[src/rtl/encoder_emulator.sv]
// encoder_emulator
//   Bus-mapped plant model for the motor controller. Each channel converts
//   PWM drive, direction bits and enable into an emulated encoder line. The
//   edge rate comes from a phase accumulator stepped by a per-channel gain.
//   A signed position count and stall injection are available over the bus.
//
// Ports
//   clk       system clock
//   rst       synchronous, active-high reset
//   din       bus write data
//   address   bus address
//   w_en      bus write strobe
//   r_en      bus read strobe
//   dout      registered bus read data, valid the cycle after r_en
//   pwm       PWM drive per channel
//   motor     direction bits: [1:0] channel 0, [3:2] channel 1
//             01 forward, 10 reverse, 00 coast, 11 brake
//   enable    motor driver enable
//   encoders  emulated encoder lines, registered
//
// Register map (offset from EMULATOR_ADDRESS)
//   0 CTRL    [0] run, [1] stall0, [2] stall1
//   1 GAIN_0
//   2 GAIN_1
//   3 POS_0   any write clears it
//   4 POS_1   any write clears it
//   5 STATUS  [1:0] encoders, [3:2] direction valid per channel
module encoder_emulator #(
  parameter logic [7:0] EMULATOR_ADDRESS = 8'h00,
  parameter int         ACC_WIDTH        = 20
) (
  input  logic       clk,
  input  logic       rst,
  input  logic [7:0] din,
  input  logic [7:0] address,
  input  logic       w_en,
  input  logic       r_en,
  output logic [7:0] dout,
  input  logic [1:0] pwm,
  input  logic [3:0] motor,
  input  logic       enable,
  output logic [1:0] encoders
);

  logic [2:0]                 ctrl;
  logic [1:0][7:0]            gain;
  logic [1:0][ACC_WIDTH-1:0]  acc;
  logic [1:0][7:0]            pos;

  logic [7:0]     offset;
  logic [1:0]     fwd;
  logic [1:0]     rev;
  logic [1:0]     dir_valid;
  logic [1:0]     adv;
  logic [1:0]     carry;
  logic [ACC_WIDTH:0] sum [2];
  logic [7:0]     rdata;

  assign offset = address - EMULATOR_ADDRESS;

  for (genvar i = 0; i < 2; i++) begin : g_ch
    assign fwd[i]       = (motor[2*i +: 2] == 2'b01);
    assign rev[i]       = (motor[2*i +: 2] == 2'b10);
    assign dir_valid[i] = fwd[i] | rev[i];
    assign adv[i]       = ctrl[0] & enable & pwm[i] & dir_valid[i] & ~ctrl[1+i];
    // Extra top bit of the sum is the accumulator carry out.
    assign sum[i]       = {1'b0, acc[i]} + {{(ACC_WIDTH-7){1'b0}}, gain[i]};
    assign carry[i]     = adv[i] & sum[i][ACC_WIDTH];
  end

  always_comb begin
    rdata = 8'h00;
    case (offset)
      8'd0:    rdata = {5'b0, ctrl};
      8'd1:    rdata = gain[0];
      8'd2:    rdata = gain[1];
      8'd3:    rdata = pos[0];
      8'd4:    rdata = pos[1];
      8'd5:    rdata = {4'b0, dir_valid, encoders};
      default: rdata = 8'h00;
    endcase
  end

  always_ff @(posedge clk) begin
    if (rst) begin
      ctrl     <= '0;
      gain     <= '0;
      acc      <= '0;
      pos      <= '0;
      encoders <= '0;
      dout     <= '0;
    end else begin
      for (int i = 0; i < 2; i++) begin
        if (adv[i]) begin
          acc[i] <= sum[i][ACC_WIDTH-1:0];
        end
        if (carry[i]) begin
          encoders[i] <= ~encoders[i];
          pos[i]      <= fwd[i] ? pos[i] + 8'd1 : pos[i] - 8'd1;
        end
      end

      // Bus writes come after the plant update so a POS clear beats a
      // simultaneous count.
      if (w_en) begin
        case (offset)
          8'd0:    ctrl    <= din[2:0];
          8'd1:    gain[0] <= din;
          8'd2:    gain[1] <= din;
          8'd3:    pos[0]  <= 8'h00;
          8'd4:    pos[1]  <= 8'h00;
          default: ;
        endcase
      end

      if (r_en) begin
        dout <= rdata;
      end
    end
  end

endmodule

[config.mk]
export PLATFORM = sky130hd
export DESIGN_NAME = encoder_emulator
export DESIGN_NICKNAME = d
export VERILOG_FILES = /design/src/rtl/encoder_emulator.sv
export SDC_FILE = /design/constraint.sdc
export NUM_CORES = 1
export LEC_CHECK = 0
export BUFFER_PORTS_ARGS = -buffer_cell sky130_fd_sc_hd__buf_2
export CAP_MARGIN = 5
export CORE_MARGIN = 1
export CORE_UTILIZATION = 60
export CTS_CLUSTER_DIAMETER = 150
export CTS_CLUSTER_SIZE = 40
export DETAILED_ROUTE_END_ITERATION = 10
export GPL_ROUTABILITY_DRIVEN = 0
export PLACE_DENSITY_LB_ADDON = 0.3
export SLEW_MARGIN = 30
export SYNTH_ARGS = -nofsm -noshare
export SYNTH_HDL_FRONTEND = slang
export SYNTH_SLANG_ARGS = --single-unit
[constraint.sdc]
create_clock -name clk -period 5.99 [get_ports clk]
set_input_delay 0.2995 -clock clk [delete_from_list [all_inputs] [get_ports clk]]
set_output_delay 0.2995 -clock clk [all_outputs]
set_load 0.05 [all_outputs]
==> impl_metrics.csv <==
group,metric,value,unit
cts,tritoncts,"yes",
synth,syn_nets,630,
floorplanning,core_region_area,0.007807,mm^2
sta,hold_viol,0,
cts,clk_pin_slew,0.08,ns
power_and_ir_drop,p_per_area,197.2,mW/mm^2
synth,yosys.area_share.simple,22.86,%
finish,final_core_utilization,68.09,%
synth,syn_area,0.004876,mm^2
route,ant_nets,0,
route,wl_per_cell,16.50,um
power_and_ir_drop,p_comb_share,5.7,%
sta,skew,0.01415,ns
sta,setup-tns-final,0,ns
power_and_ir_drop,ir_worst_vdd,0.0001093,V
finish,final_nets,659,
cts,post_cts_resized,0,
worst_setup_path,cp-end-kind,"register",
finish,design_area,0.005316,mm^2
sta,whs,0.2218,ns
floorplanning,dieArea,0.008491,mm^2
synth,synthCells,568,
worst_setup_path,rr_endpoint,"pos[9]",
synth,synth_top_flop_cell,"dfxtp_1",
worst_setup_path,crit_start,"gain[8]",
synth,yosys_warnings,0,
worst_setup_path,crit_end,"pos[9]",
worst_setup_path,crit_type,"register to register",
route,vias,4247,
worst_setup_path,crit_fanout,11,
worst_setup_path,regToRegStartpoint,"gain[8]",
worst_setup_path,reg2reg_setup_slack,3.35,ns
finish,antenna_cells,0,
floorplanning,pin_count,37,
global_route,grt_pass1_vias,4093,
floorplanning,die_w,92.15,um
cts,clk-insertion-delay-late,0.37,ns
power_and_ir_drop,p_int,0.8026,mW
synth,yosys-mux-area-fraction,6.774,%
synth,synth-edff-count,0,
route,first_pass_iters,5,
sta,fmax,378.9,MHz
global_route,grt_pass1_wl,19.64,mm
cts,cts_buffers,9,
worst_hold_path,min_path_type,"input port to register",
synth,yosys.area.top_type_share,34.90,%
synth,yosysSeqAreaShare,34.90,%
worst_setup_path,worst_ep_required_time,6.30,ns
synth,synthArstFlopShare,0,%
power_and_ir_drop,sequentialPowerShare,54.0,%
global_route,grt_start_max_net_pins,71,
synth,synth_area_leaders,"dfxtp_1 (35%), ha_1 (8.0%), nor2_1 (5.7%)",
sta,setup_viol,0,
sta,rsz0062_at_grt,"no",
place,dp_hpwl,8.634,mm
route,wirelength,11.62,mm
synth,synth_top_family_by_area,"simple AND/OR/NAND/NOR gates",
sta,min_period,2.639,ns
synth,synth_top_area_cell,"dfxtp_1",
place,pre_cts_ws,3.284,ns
sta,slew_viol_final,0,
worst_setup_path,r2r_cells,8,
cts,numClockSinks,85,
cts,cts_hold_buf,0,
sta,setup_slack,3.351,ns
power_and_ir_drop,net-switching-power,0.2457,mW
worst_setup_path,startpoint_type,"register",
finish,drive_gt1_share,11.79,%
status,status,"completed",
global_route,grt-ovfl-total,0,
finish,mostFrequentLayoutCells,"dfxtp_1 (85), nor2_1 (74), nand2_1 (58)",
worst_setup_path,critPathArrivalTime,2.94,ns
synth,ys_types,57,
global_route,grt_antenna_before_repair,0,
route,drc,0,
place,post-place-cells,688,
cts,htree_levels,3,
synth,synth_compound_area_share,16.40,%
floorplanning,start_util,62.45,%
route,drt_iter0_drc,340,
finish,fin_cells,704,
finish,layout_commonest_cell,"dfxtp_1",
finish,area_delta_synth_final,9.033,%
cts,cts_setup_buffers,0,
power_and_ir_drop,clkPwrFrac,40.3,%
synth,synthAdderAreaFrac,9.597,%
floorplanning,die_h,92.15,um
run,drv_cap,0,
global_route,grt_use_total,29.37,%
sta,worstMarginPinSlew,0.7589,ns
cts,cts_root_buf,"clkbuf_8",
synth,synthXorXnorAreaFrac,6.646,%
sta,min_period_over_period,44.06,%
synth,syn_avg_cell_area,8.584,um^2
place,port_buffers,36,
power_and_ir_drop,p_total,1.048,mW
floorplanning,rows,32,
sta,relSlewSlack,49.19,%
power_and_ir_drop,leakage,2.067,nW
place,placed_area,0.005114,mm^2
route,drt-vias-per-instance,6.033,
power_and_ir_drop,power_switching_share,23.44,%
cts,clockBufferDepth,2,
synth,ys_ff_latch,85,
## cell families after synthesis
logic type / Yosys count
DFF: 85
xor gates and xnor gates: 37
muxes: 32
AOI/OAI and AO/OA: 124
adders and majority gates: 35
buffers and inverters: 34
and+or+nand+nor: 221
## routing by layer
layer	vias up	global-route usage, %	wire length [um]
met1	1997	37.45	5208
li1	2100	-	-
met5	-	0	0
met3	25	5.058	582
met2	125	48.51	5468
met4	0	13.15	356
## cell usage after synthesis, types with 5 or more instances
master	count
mux2_2	8
xor2_1	15
nand4_1	11
o21a_1	5
clkbuf_1	16
nor3_1	7
mux2i_1	24
nand3_1	25
nand2_1	58
a21oi_1	47
dfxtp_1	85
a211oi_1	10
ha_1	31
nor2_1	74
a21o_1	6
and4_1	5
xnor2_1	22
or3_1	9
and3_1	5
o21ai_0	25
inv_1	14
## flip-flops by register name, summed over array words and instances (netlist names)
name      cells
acc          40
gain         16
pos          16
dout          8
ctrl          3
encoders      2
## critical path: stages, from the launching register on
cell and delay (ns):
dfxtp_1 0.34, ha_1 0.23, fa_1 0.41, a21oi_1 0.22, nand4b_1 0.16, nand3_1 0.24
nand4_1 0.51, mux2_2 0.40, nor2_1 0.08
## worst min path at each step
stage            start  cells after the start       end  slack, ns
6_report        din[4]                      3  gain[12]       0.22
5_1_grt         din[3]                      3  gain[11]       0.22
4_1_cts         din[4]                      3  gain[12]       0.21
3_5_place_dp   dout[5]                      2   dout[5]       0.45
3_3_place_gp   dout[4]                      2   dout[4]       0.44
2_1_floorplan   acc[4]                      2    acc[4]       0.44
## power groups by stage
stage	registers, mW	clock network [mW]	logic (mW)
2_1_floorplan	0.583	0	0.0347
3_3_place_gp	0.580	0	0.0572
3_5_place_dp	0.580	0	0.0586
4_1_cts	0.566	0.426	0.0588
5_1_grt	0.567	0.452	0.0646
6_report	0.566	0.422	0.0594
## layout make-up
class,count,area (um^2)
clock buffers,13,158.9
clock inverters,3,43.79
fillers,659,2491
inverters,14,52.55
multi-input cells,449,3037
flip-flops and latches,85,1702
well taps,102,127.6
repair buffers,38,195.2
Power figures use the tool's default switching activity.
